===== src/rtl/sseg_pkg.sv =====
`default_nettype none
// ============================================================================
// Module      : sseg_pkg
// Description : Shared types and segment-pattern constants for the
//               seven-segment scan capture monitor.
// Revision    : 1.0 - initial release
// ============================================================================
package sseg_pkg;

    localparam int SEG_W    = 7;
    localparam int DIGITS   = 4;
    localparam int NIBBLE_W = 4;
    localparam int IDX_W    = $clog2(DIGITS);

    typedef enum logic [1:0] {
        IDLE    = 2'd0,
        COLLECT = 2'd1,
        DONE    = 2'd2
    } state_t;

    // Normalised gfedcba patterns, 1 = lit segment
    localparam logic [SEG_W-1:0] SEG_0 = 7'h3F;
    localparam logic [SEG_W-1:0] SEG_1 = 7'h06;
    localparam logic [SEG_W-1:0] SEG_2 = 7'h5B;
    localparam logic [SEG_W-1:0] SEG_3 = 7'h4F;
    localparam logic [SEG_W-1:0] SEG_4 = 7'h66;
    localparam logic [SEG_W-1:0] SEG_5 = 7'h6D;
    localparam logic [SEG_W-1:0] SEG_6 = 7'h7D;
    localparam logic [SEG_W-1:0] SEG_7 = 7'h07;
    localparam logic [SEG_W-1:0] SEG_8 = 7'h7F;
    localparam logic [SEG_W-1:0] SEG_9 = 7'h6F;
    localparam logic [SEG_W-1:0] SEG_A = 7'h77;
    localparam logic [SEG_W-1:0] SEG_B = 7'h7C;
    localparam logic [SEG_W-1:0] SEG_C = 7'h39;
    localparam logic [SEG_W-1:0] SEG_D = 7'h5E;
    localparam logic [SEG_W-1:0] SEG_E = 7'h79;
    localparam logic [SEG_W-1:0] SEG_F = 7'h71;

    localparam logic [15:0][SEG_W-1:0] SEG_TABLE = {
        SEG_F, SEG_E, SEG_D, SEG_C, SEG_B, SEG_A, SEG_9, SEG_8,
        SEG_7, SEG_6, SEG_5, SEG_4, SEG_3, SEG_2, SEG_1, SEG_0
    };

endpackage
`default_nettype wire


===== src/rtl/sseg_decode.sv =====
`default_nettype none
// ============================================================================
// Module      : sseg_decode
// Description : Combinational lookup from a normalised 7-segment pattern to
//               a hex nibble plus a valid flag.
// Revision    : 1.0 - initial release
// ============================================================================
module sseg_decode
    import sseg_pkg::*;
(
    input  logic [SEG_W-1:0]    pattern,
    output logic                valid,
    output logic [NIBBLE_W-1:0] nibble
);

    always_comb begin
        valid  = 1'b0;
        nibble = '0;
        for (int i = 0; i < 16; i++) begin
            if (pattern == SEG_TABLE[i]) begin
                valid  = 1'b1;
                nibble = NIBBLE_W'(i);
            end
        end
    end

endmodule
`default_nettype wire


===== src/rtl/sseg_scan_capture.sv =====
`default_nettype none
// ============================================================================
// Module      : sseg_scan_capture
// Description : Samples a multiplexed anode/segment bus, debounces each digit,
//               decodes it and reports complete 4-digit frames.
//               Optional: SSEG_RAW_CAPTURE_EN adds the raw_seg output.
// Revision    : 1.0 - initial release
// ============================================================================
module sseg_scan_capture
    import sseg_pkg::*;
#(
    parameter int STABLE_CYCLES  = 4,
    parameter int TIMEOUT_CYCLES = 1024,
    parameter int AN_ACTIVE_LOW  = 1,
    parameter int SEG_ACTIVE_LOW = 1
) (
    input  logic                         clk,
    input  logic                         reset,
    input  logic [SEG_W-1:0]             seg,
    input  logic [DIGITS-1:0]            an,
    output logic [DIGITS*NIBBLE_W-1:0]   frame_data,
    output logic                         frame_valid,
    output logic [DIGITS-1:0]            digit_err,
`ifdef SSEG_RAW_CAPTURE_EN
    output logic [DIGITS*SEG_W-1:0]      raw_seg,
`endif
    output logic                         timeout
);

    localparam logic [7:0]  STABLE_LAST = 8'(STABLE_CYCLES - 1);
    localparam logic [15:0] TOUT_LAST   = 16'(TIMEOUT_CYCLES - 1);

    logic [SEG_W-1:0]               seg_q;
    logic [DIGITS-1:0]              an_q;
    logic [SEG_W-1:0]               seg_n;
    logic [DIGITS-1:0]              an_n;
    logic                           sample_valid;
    logic [IDX_W-1:0]               sample_idx;
    logic [SEG_W-1:0]               prev_seg;
    logic [IDX_W-1:0]               prev_idx;
    logic                           prev_valid;
    logic [7:0]                     stable_cnt;
    logic [7:0]                     stable_cnt_next;
    logic                           same;
    logic                           accept;
    logic                           dec_valid;
    logic [NIBBLE_W-1:0]            dec_nibble;

    state_t                         state;
    state_t                         state_next;
    logic [DIGITS-1:0]              seen;
    logic [DIGITS-1:0]              seen_next;
    logic [DIGITS-1:0]              sel_mask;
    logic [DIGITS-1:0][NIBBLE_W-1:0] shadow_nib;
    logic [DIGITS-1:0][NIBBLE_W-1:0] shadow_nib_next;
    logic [DIGITS-1:0]              shadow_err;
    logic [DIGITS-1:0]              shadow_err_next;
    logic [15:0]                    tout_cnt;
    logic [15:0]                    tout_cnt_next;
    logic                           frame_load;
    logic                           timeout_next;

    assign seg_n        = (SEG_ACTIVE_LOW != 0) ? ~seg_q : seg_q;
    assign an_n         = (AN_ACTIVE_LOW != 0)  ? ~an_q  : an_q;
    assign sample_valid = $onehot(an_n);
    assign sel_mask     = {{(DIGITS-1){1'b0}}, 1'b1} << sample_idx;

    always_comb begin
        sample_idx = '0;
        for (int i = 0; i < DIGITS; i++) begin
            if (an_n[i]) begin
                sample_idx = IDX_W'(i);
            end
        end
    end

    assign same = sample_valid && prev_valid &&
                  (sample_idx == prev_idx) && (seg_n == prev_seg);

    always_comb begin
        stable_cnt_next = sample_valid ? 8'd1 : 8'd0;
        if (same) begin
            stable_cnt_next = (stable_cnt == 8'hFF) ? stable_cnt : stable_cnt + 8'd1;
        end
    end

    // Counter is monotonic within a run, so this fires once per stable run
    assign accept = same ? (stable_cnt == STABLE_LAST)
                         : (sample_valid && (STABLE_CYCLES == 1));

    sseg_decode u_decode (
        .pattern (seg_n),
        .valid   (dec_valid),
        .nibble  (dec_nibble)
    );

    always_ff @(posedge clk) begin
        if (!reset) begin
            seg_q      <= '0;
            an_q       <= '0;
            prev_seg   <= '0;
            prev_idx   <= '0;
            prev_valid <= 1'b0;
            stable_cnt <= '0;
        end else begin
            seg_q      <= seg;
            an_q       <= an;
            prev_seg   <= seg_n;
            prev_idx   <= sample_idx;
            prev_valid <= sample_valid;
            stable_cnt <= stable_cnt_next;
        end
    end

    always_ff @(posedge clk) begin
        if (!reset) begin
            state <= IDLE;
        end else begin
            state <= state_next;
        end
    end

    always_comb begin
        state_next      = state;
        seen_next       = seen;
        shadow_nib_next = shadow_nib;
        shadow_err_next = shadow_err;
        tout_cnt_next   = tout_cnt;
        frame_load      = 1'b0;
        timeout_next    = 1'b0;

        if (accept) begin
            shadow_nib_next[sample_idx] = dec_valid ? dec_nibble : '0;
            shadow_err_next[sample_idx] = ~dec_valid;
        end

        case (state)
            IDLE: begin
                tout_cnt_next = '0;
                if (accept) begin
                    seen_next  = sel_mask;
                    state_next = COLLECT;
                end
            end
            COLLECT: begin
                if (accept) begin
                    seen_next     = seen | sel_mask;
                    tout_cnt_next = '0;
                    if (&seen_next) begin
                        frame_load = 1'b1;
                        state_next = DONE;
                    end
                end else if (tout_cnt == TOUT_LAST) begin
                    timeout_next    = 1'b1;
                    seen_next       = '0;
                    shadow_err_next = '0;
                    tout_cnt_next   = '0;
                    state_next      = IDLE;
                end else begin
                    tout_cnt_next = tout_cnt + 16'd1;
                end
            end
            DONE: begin
                // Output registers were loaded on entry; start the next frame
                seen_next     = accept ? sel_mask : '0;
                tout_cnt_next = '0;
                state_next    = COLLECT;
            end
            default: begin
                seen_next  = '0;
                state_next = IDLE;
            end
        endcase
    end

    always_ff @(posedge clk) begin
        if (!reset) begin
            seen        <= '0;
            shadow_nib  <= '0;
            shadow_err  <= '0;
            tout_cnt    <= '0;
            frame_data  <= '0;
            digit_err   <= '0;
            frame_valid <= 1'b0;
            timeout     <= 1'b0;
        end else begin
            seen        <= seen_next;
            shadow_nib  <= shadow_nib_next;
            shadow_err  <= shadow_err_next;
            tout_cnt    <= tout_cnt_next;
            frame_valid <= frame_load;
            timeout     <= timeout_next;
            if (frame_load) begin
                frame_data <= shadow_nib_next;
                digit_err  <= shadow_err_next;
            end
        end
    end

`ifdef SSEG_RAW_CAPTURE_EN
    logic [DIGITS-1:0][SEG_W-1:0] shadow_raw;
    logic [DIGITS-1:0][SEG_W-1:0] shadow_raw_next;

    always_comb begin
        shadow_raw_next = shadow_raw;
        if (accept) begin
            shadow_raw_next[sample_idx] = seg_n;
        end
    end

    always_ff @(posedge clk) begin
        if (!reset) begin
            shadow_raw <= '0;
            raw_seg    <= '0;
        end else begin
            shadow_raw <= shadow_raw_next;
            if (frame_load) begin
                raw_seg <= shadow_raw_next;
            end
        end
    end
`endif

endmodule
`default_nettype wire


===== config.mk =====
export PLATFORM = sky130hd
export DESIGN_NAME = sseg_scan_capture
export DESIGN_NICKNAME = d
export VERILOG_FILES = /design/src/rtl/sseg_pkg.sv /design/src/rtl/sseg_decode.sv /design/src/rtl/sseg_scan_capture.sv
export SDC_FILE = /design/constraint.sdc
export NUM_CORES = 1
export LEC_CHECK = 0
export CAP_MARGIN = 20
export CORE_MARGIN = 10
export CORE_UTILIZATION = 40
export DETAILED_ROUTE_END_ITERATION = 8
export PLACE_DENSITY = 0.65
export SKIP_CTS_REPAIR_TIMING = 1
export SKIP_LAST_GASP = 1
export SYNTH_ARGS = -nofsm -noshare
export SYNTH_HDL_FRONTEND = slang
export SYNTH_SLANG_ARGS = --single-unit

===== constraint.sdc =====
create_clock -name clk -period 4.7 [get_ports clk]
set_input_delay 1.41 -clock clk [delete_from_list [all_inputs] [get_ports clk]]
set_output_delay 1.41 -clock clk [all_outputs]
set_load 0.01 [all_outputs]

==> After elaboration in Yosys (flattened, before gate mapping) <==
Cells that the tools add are included.
{ "totals": {"input_bits": 13, "word_cells": 138, "out_inout_bits": 22, "ff_bits": 93} }
{ "op_classes": {"addsub": 5, "shift": 1, "mux": 67, "n_eq_ne": 28, "n_reduce_logical": 11, "order_cmp": 2, "n_bitwise": 6} }
{ "op_table": {"columns": ["cell", "n"], "rows": [
  ["7-bit equality test (second input constant)", 12],
  ["4-bit two-way mux", 18],
  ["16-bit two-way mux", 3],
  ["16-bit case mux with 2 select lines", 1],
  ["1-bit two-way mux", 25],
  ["16-bit by 1-bit adder with 16-bit output (second input constant)", 1],
  ["16-bit bitwise mux", 1],
  ["16-bit by 10-bit equality test with 1-bit output (second input constant)", 1],
  ["2-bit two-way mux", 8],
  ["8-bit two-way mux", 2],
  ["7-bit by 3-bit equality test with 1-bit output (second input constant)", 2],
  ["7-bit by 6-bit equality test with 1-bit output (second input constant)", 2],
  ["3-bit two-way mux", 4],
  ["4-bit case mux with 3 select lines", 1],
  ["8-bit by 1-bit adder with 8-bit output (second input constant)", 1],
  ["4-bit demux with 2-bit select", 1],
  ["8-bit by 2-bit equality test with 1-bit output (second input constant)", 1],
  ["8-bit equality test (second input constant)", 1],
  ["7-bit equality test", 1],
  ["7-bit inverter", 1],
  ["3-bit inequality test (second input constant)", 2],
  ["2-bit case mux with 3 select lines", 1],
  ["1-bit by 1-bit adder with 2-bit output", 2],
  ["4-bit bitwise mux", 1],
  ["other kinds (21)", 27]
]} }

==> Longest topological paths before layout <==
Gate-level depths: netlist of run 1.
{ "logic_depth": {"depth_word": 24, "depth_mapped": 11} }

==> Modules after synthesis <==
A second synthesis of run 1 with hierarchy kept.
{ "unflattened": {"cells_unflattened": 526, "hier_area_um2": 4405.5} }
{ "modules_own_cells": {"columns": ["mod", "area_each_um2", "seq_area_each_um2", "instances", "cells_each"], "rows": [
  ["sseg_scan_capture", 4045.1, 1861.8, 1, 473],
  ["sseg_decode", 360.3, 0.0, 1, 53]
]} }

==> Worst setup path after synthesis of run 1 <==
No wires, ideal clock.
{ "synth_path": {"path_kind": "reg2reg", "start": "register an_q[1]", "end": "register frame_data[5]", "period_less_slack_ps": 3117, "path_stages_with_launch": 11, "setup_ps": 116, "path_buffers": 0, "t_arrival_ps": 3001, "path_slack_ps": 1583, "path_cell_list": "dfxtp_1 fa_1 inv_1 ha_1 ha_1 nor3b_1 nand4_1 nor4b_4 nand3_4 mux2_2 a31o_1"} }
{ "synth_via": {"elab_chain_cells": 10, "elab_cells_between_ends": 25, "cone_classes": "2 x add/sub; 2 x order compare; 2 x eq/ne; 1 x shift; 11 x mux; 2 x bitwise; 5 x reduce/logical"} }
{ "synth_lines": {"columns": ["item", "line", "source"], "rows": [
  ["start, declared", "sseg_scan_capture.sv:34", "logic [DIGITS-1:0] an_q;"],
  ["start signal, assigned", "sseg_scan_capture.sv:107", "an_q <= an;"],
  ["4-bit inverter (*)", "sseg_scan_capture.sv:64", "assign an_n = (AN_ACTIVE_LOW != 0) ? ~an_q : an_q;"],
  ["1-bit two-way mux or 1-bit by 1-bit adder with 2-bit output (tied branches)", "sseg_scan_capture.sv:71, sseg_scan_capture.sv:65", null],
  ["2-bit two-way mux or 2-bit by 2-bit adder with 3-bit output (tied branches)", "sseg_scan_capture.sv:71, sseg_scan_capture.sv:65", null],
  ["2-bit two-way mux or 3-bit by 1-bit equality test with 1-bit output (tied branches)", "sseg_scan_capture.sv:71, sseg_scan_capture.sv:65", null],
  ["2-bit by 3-bit < comparator with 1-bit output (implied by the code) (tied with other cells)", "sseg_scan_capture.sv:133", "shadow_nib_next[sample_idx] = dec_valid ? dec_nibble : '0;"],
  ["1-bit logical AND (implied by the code) (tied with other cells)", "sseg_scan_capture.sv:133", null],
  ["4-bit two-way mux (tied with other cells)", "sseg_scan_capture.sv:133", null],
  ["4-bit demux with 2-bit select (tied with other cells)", "sseg_scan_capture.sv:133", null],
  ["16-bit bitwise mux or 1-bit two-way mux (tied branches)", "sseg_scan_capture.sv:133, sseg_scan_capture.sv:146", null],
  ["16-bit two-way mux or 1-bit two-way mux (tied branches)", "sseg_scan_capture.sv:132, sseg_scan_capture.sv:137", null],
  ["end signal, assigned", "sseg_scan_capture.sv:194", "frame_data <= shadow_nib_next;"],
  ["end, declared", "sseg_scan_capture.sv:21", "output logic [DIGITS*NIBBLE_W-1:0] frame_data,"]
]} }
Every way passes the cells marked *; elsewhere a longest branch is shown, timed or not.
A chain may end at the register's enable or synchronous reset.

==> Final worst setup path of run 1 <==
{ "layout_path": {"start": "register an_q[3]", "end": "register frame_data[9]"} }
{ "layout_via": {"elab_chain_cells": 10, "elab_cells_between_ends": 23, "cone_classes": "2 x add/sub; 2 x order compare; 2 x eq/ne; 1 x shift; 9 x mux; 2 x bitwise; 5 x reduce/logical"} }
{ "layout_lines": {"columns": ["item", "line", "source"], "rows": [
  ["4-bit inverter (*)", "sseg_scan_capture.sv:64", null],
  ["1-bit by 1-bit adder with 2-bit output (implied by the code)", "sseg_scan_capture.sv:65", "assign sample_valid = $onehot(an_n);"],
  ["2-bit by 2-bit adder with 3-bit output (implied by the code)", "sseg_scan_capture.sv:65", null],
  ["3-bit by 1-bit equality test with 1-bit output", "sseg_scan_capture.sv:65", null],
  ["1-bit logical AND (2 in a row)", "sseg_scan_capture.sv:77", "assign same = sample_valid && prev_valid &&"],
  ["1-bit logical AND", "sseg_scan_capture.sv:78", "(sample_idx == prev_idx) && (seg_n == prev_seg);"],
  ["1-bit two-way mux", "sseg_scan_capture.sv:88", "assign accept = same ? (stable_cnt == STABLE_LAST)"],
  ["1-bit two-way mux", "sseg_scan_capture.sv:146", "if (accept) begin"],
  ["1-bit two-way mux", "sseg_scan_capture.sv:137", "case (state)"]
]} }
Marks and branches as above.

==> results of run 1 <==
-- worst paths after layout --
kind              cells after the start            end  slack [ns]
setup / recovery                     10  frame_data[9]        0.90
hold / removal                        2  frame_data[1]        0.48
setup reg to reg                     10  frame_data[9]        0.90
hold reg to reg                       2  frame_data[1]        0.48
-- cell type report --
cell class | instances | area [sq um] | share of cell area
clock buffer | 9 | 123.9 | 0.02499
clock inverter | 7 | 88.84 | 0.01792
inverter | 12 | 45.04 | 0.009089
multi-input combinational | 366 | 2288 | 0.4618
sequential | 93 | 1862 | 0.3757
tap | 136 | 170.2 | 0.03433
timing repair buffer | 39 | 377.9 | 0.07624
-- flip-flops by register name, summed over array words and instances, names as in the netlist, 2 cells and up --
name,flops
frame_data,16
prev_idx,2
tout_cnt,16
digit_err,4
seen,4
shadow_err,4
stable_cnt,8
prev_seg,7
shadow_nib,16
seg_q,7
state,2
an_q,4
-- per-layer routing --
| metal | routed length [um] | vias to the layer above | track usage | part of all wire |
|---|---|---|---|---|
| li1 | - | 1833 | - | - |
| met1 | 4592 | 1677 | 0.1706 | 0.47 |
| met2 | 4583 | 64 | 0.2026 | 0.47 |
| met3 | 431 | 12 | 0.03801 | 0.044 |
| met4 | 156 | 0 | 0.05324 | 0.016 |
| met5 | 0 | - | 0 | 0 |
-- cells in the mapped netlist (2+ instances only) --
| cell | n | area share |
|---|---|---|
| nor3_1 | 17 | 0.020 |
| nor4bb_1 | 3 | 0.0069 |
| nand2b_1 | 8 | 0.012 |
| buf_2 | 4 | 0.0046 |
| nor4b_1 | 3 | 0.0061 |
| xor2_1 | 9 | 0.018 |
| dfxtp_1 | 93 | 0.43 |
| o31ai_1 | 2 | 0.0035 |
| nand4_1 | 6 | 0.0087 |
| a21boi_0 | 2 | 0.0035 |
| o21a_1 | 4 | 0.0069 |
| a211oi_1 | 9 | 0.016 |
| inv_1 | 12 | 0.010 |
| a31oi_1 | 11 | 0.016 |
| and2_1 | 16 | 0.023 |
| a41oi_1 | 2 | 0.0040 |
| xnor2_1 | 6 | 0.012 |
| mux2_2 | 2 | 0.0052 |
| or3_1 | 3 | 0.0043 |
| ha_1 | 4 | 0.012 |
| a21oi_1 | 29 | 0.033 |
| o21ai_0 | 20 | 0.023 |
| a22oi_1 | 2 | 0.0035 |
| clkbuf_1 | 22 | 0.019 |
| nand3b_1 | 2 | 0.0035 |
| buf_1 | 6 | 0.0052 |
| nor2_1 | 55 | 0.048 |
| or2_2 | 3 | 0.0043 |
| or4_1 | 2 | 0.0035 |
| nand2_1 | 40 | 0.035 |
| o211ai_1 | 8 | 0.014 |
| nor3b_1 | 4 | 0.0069 |
| nor2b_1 | 4 | 0.0058 |
| nor4_1 | 6 | 0.0087 |
| and3b_1 | 2 | 0.0040 |
| and3_1 | 10 | 0.014 |
| nand3_1 | 16 | 0.018 |
| o22ai_1 | 7 | 0.010 |
| mux2i_1 | 25 | 0.058 |
-- cells by family after synthesis --
| logic type | count (synthesis) | share of synthesized area |
|---|---|---|
| simple gates | 213 | 0.2639 |
| compound gates | 106 | 0.1533 |
| flops | 93 | 0.4297 |
| buf+inv | 46 | 0.04360 |
| mux | 27 | 0.06295 |
| xor+xnor | 15 | 0.03032 |
| fa+ha+maj | 5 | 0.01617 |
-- critical path: stages (launching register included) --
cell and delay, ns:
dfxtp_1 0.71, fa_1 0.51, inv_1 0.06, ha_1 0.13, ha_1 0.22, nor3b_1 0.37
nand4_1 0.20, nor4b_4 0.65, and2_1 0.42, mux2i_1 0.29, o22ai_1 0.11
-- report_power, final --
part	switching (mW)	internal (mW)
Sequential	0.0225	0.799
Clock	0.312	0.260
Combinational	0.0472	0.0419
==> out/results.tsv, run 1 <==
metric	value	unit
final hold violation count	0	
Final Skew	0.01569	ns
most frequent cells in the layout	dfxtp_1, nor2_1, nand2_1	
number of nets in the layout	539	
type of the most critical hold path	reg2reg	
Area growth, synth to finish	14.38	%
clk buf depth	2	
Max-Cap Viols	0	
Num CTS Buffers	9	
critical path class	reg2reg	
Detailed Place HPWL	6.919	mm
unrepaired setup endpoints after global routing	false	
FMAX	263.2	MHz
setup slack after layout	0.9009	ns
antenna-violating nets left	0	
Final min period	3.799	ns
# fillers	1038	
Placed Area	4743	sq um
startpoint type of the worst setup path	register	
initial core utilization	0.4141	
TritonCTS clock tree	yes	
final WL	9.763	mm
syn nets	523	
DIE HEIGHT	124.1	um
Lkg Pwr	1.814	nW
die width	124.1	um
post-route setup TNS	0	ns
CTS Sinks	93	
CTS clk-pin slew, worst paths	0.10	ns
RD Place Congestion	0.8022	
antenna cell count	0	
design area	4956	sq um
Synth Register Bits	93	
synthesized area	4333	sq um
die area	15400	sq um
routed length per instance	14.75	um
Cell Pwr Density	299.2	nW/um^2
hold_ws	0.4764	ns
hold path start	frame_data[1]	
fin util	0.4737	
Setup violations, final	0	
Max Fanout on Critical Path	19	
initial antenna violation count	0	
Final Max Tran Viols	0	
Syn. warnings	0	
Slew Limit Headroom	0.4787	
crit path DAT	4.04	ns
CP endpoint kind	register	
Inst Count DP	646	
CP Launch Point	an_q[3]	
synthesized instance count	505	
layout cell share with drive strength beyond 1	0.06844	
clk_lat worst skew	0.36	ns
via count	3586	
status	finished clean	
Pre-antenna DRT Iters	4	
Port-buffer cells	34	
non-filler instance count after layout	662	
Post-synth EDFFs	0	
CTS H-tree lvls	3	
Tot Pwr	1.483	mW
Overall Global Routing Usage	0.1320	
initial drt markers	227	
global route overflow	0	
Async S/R FF share, synth	0	
post-synthesis sequential area ratio	0.4297	
synth unique cells	65	
Worst Tran Pin Value	0.7772	ns
vias in the first global route	3361	
most common cell after layout, fill and taps aside	dfxtp_1	
# IOs	35	
row count	37	
Place WS	0.9367	ns
VDD IR max	175.1	uV
via/cell ratio	5.417	
area of the core	10460	sq um
Root Driver	clkbuf_8	
Data required, critical path	4.94	ns
prevailing post-synth register cell	dfxtp_1	
RR Startpoint	an_q[3]	
largest net degree at the start of global routing	42	
Avg Cell Area, Syn	8.580	sq um
DRC viols	0	
first-pass GRT wire length	16.62	mm
fin crit share	0.8083	
No activity file was read; power rests on OpenSTA's default activity.
==> run 2, diff against run 1 <==
==> constraint.sdc (replaced) <==
create_clock -name clk -period 3.8 [get_ports clk]
set_input_delay 1.14 -clock clk [delete_from_list [all_inputs] [get_ports clk]]
set_output_delay 1.14 -clock clk [all_outputs]
set_load 0.01 [all_outputs]
==> out/results.tsv, run 2 (same netlist as run 1, synthesis figures left out) <==
metric	value	unit	change
combinational power share	0.065		+0.005
Final Max Tran Viols	0		unchanged
DIE HEIGHT	124.1	um	unchanged
Port-buffer cells	34		unchanged
Area growth, synth to finish	14.58	%	
Num CTS Buffers	9		unchanged
initial antenna violation count	0		unchanged
RD Place Congestion	0.7724		-3.7%
most frequent cells in the layout	dfxtp_1, nor2_1, nand2_1		
most common cell after layout, fill and taps aside	dfxtp_1		
CTS H-tree lvls	3		unchanged
crit path DAT	3.68	ns	-0.36 ns
Overall Global Routing Usage	0.1337		+0.001710
critical path class	reg2reg		
antenna cell count	0		unchanged
die area	15400	sq um	unchanged
worst r2r path cells	10		unchanged
# IOs	35		unchanged
Tot Pwr	1.816	mW	+22%
Worst Tran Pin Value	0.8502	ns	+0.07294 ns
clk_lat worst skew	0.37	ns	about the same
clk buf depth	2		unchanged
type of the most critical hold path	reg2reg		
final hold violation count	0		unchanged
TritonCTS clock tree	yes		
vias in the first global route	3325		-1.1%
CP endpoint kind	register		
routed length per instance	14.95	um	+1.4%
post-route setup TNS	0	ns	unchanged
fin crit share	0.9001		+0.09178
Final min period	3.420	ns	-0.3787 ns
antenna-violating nets left	0		unchanged
die width	124.1	um	unchanged
number of nets in the layout	541		+0.37%
Top Registers	frame_data: 16 flops, shadow_nib: 16 flops, tout_cnt: 16 flops		
initial drt markers	267		+18%
DRC viols	0		unchanged
Cell Pwr Density	365.7	nW/um^2	+22%
clock power share	0.378		-0.008
VDD IR max	292.5	uV	+67%
row count	37		unchanged
FMAX	292.4	MHz	+11%
via/cell ratio	5.447		+0.56%
RR Startpoint	an_q[1]		
global route overflow	0		unchanged
Slew Limit Headroom	0.4298		-0.04892
initial core utilization	0.4141		unchanged
status	finished clean		
worst r2r dst	frame_data[13]		
hold path start	frame_data[14]		
CTS Sinks	93		unchanged
final WL	9.928	mm	+1.7%
R2R Setup Slk	0.38	ns	-0.52 ns
Lkg Pwr	1.823	nW	+0.46%
WHS Path Cells	2		unchanged
share of power burned in registers	0.557		+0.003
Data required, critical path	4.06	ns	-0.88 ns
Root Driver	clkbuf_8		
startpoint type of the worst setup path	register		
via count	3617		+0.86%
Final Skew	0.01243	ns	-0.003256 ns
first-pass GRT wire length	16.53	mm	-0.54%
internal power	1.355	mW	+23%
Max-Cap Viols	0		unchanged
layout cell share with drive strength beyond 1	0.07197		+0.003529
Pre-antenna DRT Iters	4		unchanged
Sw Ratio	0.2538		-0.003669
worst-case hold path end point	frame_data[14]		
area of the core	10460	sq um	unchanged
unrepaired setup endpoints after global routing	false		
Detailed Place HPWL	6.965	mm	+0.66%
Max Fanout on Critical Path	7		-12
CTS clk-pin slew, worst paths	0.10	ns	about the same
largest net degree at the start of global routing	42		unchanged
Switch Pwr	460.8	uW	+21%
Setup violations, final	0		unchanged
[run 2: per-stage QoR]
stage | utilization | setup WS, ns | hold WS, ns | std cells | area (sq um)
finish | 0.4745 | 0.3797 | 0.4666 | 664 | 4965
global route | 0.4745 | 0.1378 | 0.4891 | 664 | 4965
CTS | 0.4738 | 0.2914 | 0.4679 | 663 | 4957
detailed placement | 0.4541 | 0.3059 | 0.4543 | 647 | 4751
global placement | 0.4541 | 0.4154 | 0.4502 | 647 | 4751
floorplan | - | 0.6834 | 0.4395 | 505 | 4333
[run 2: worst max path at each step]
stage                     startpoint  cells past startpoint              to  slack [ns]
after floorplan              an_q[1]                     10   frame_data[5]        0.68
after global placement       an_q[1]                     10   frame_data[9]        0.42
after detailed placement     an_q[1]                     10   frame_data[8]        0.31
after CTS                    an_q[1]                     10         seen[1]        0.29
after global routing         an_q[1]                     10  frame_data[13]        0.14
final                        an_q[1]                     10  frame_data[13]        0.38
[run 2: layout make-up]
cell class / instances / area [sq um]
fill: 1053 / 5498
multi-input combinational: 366 / 2288
sequential: 93 / 1862
timing repair buffer: 41 / 392.9
tap: 136 / 170.2
clock buffer: 9 / 123.9
clock inverter: 7 / 82.58
inverter: 12 / 45.04
[run 2: power groups by stage]
stage	clock network [mW]	logic (mW)	registers, mW
2_1_floorplan	0	0.0945	1.02
3_3_place_gp	0	0.117	1.03
3_5_place_dp	0	0.118	1.03
4_1_cts	0.709	0.119	1.01
5_1_grt	0.744	0.132	1.01
6_report	0.687	0.118	1.01
[run 2: layer usage]
metal	global-route usage	routed length (um)	vias to the layer above
li1	-	-	1836
met1	0.1706	4694	1679
met2	0.2082	4560	88
met3	0.04163	477	14
met4	0.04820	195	0
met5	0	0	-
[run 2: critical path: stages (launching register included)]
cell and delay (ns):
dfxtp_1 0.39, fa_1 0.52, inv_1 0.04, ha_1 0.17
ha_1 0.27, nor3b_1 0.38, and4_1 0.26, nand4_1 0.22
nand4b_1 0.59, mux2i_1 0.36, o22ai_1 0.10
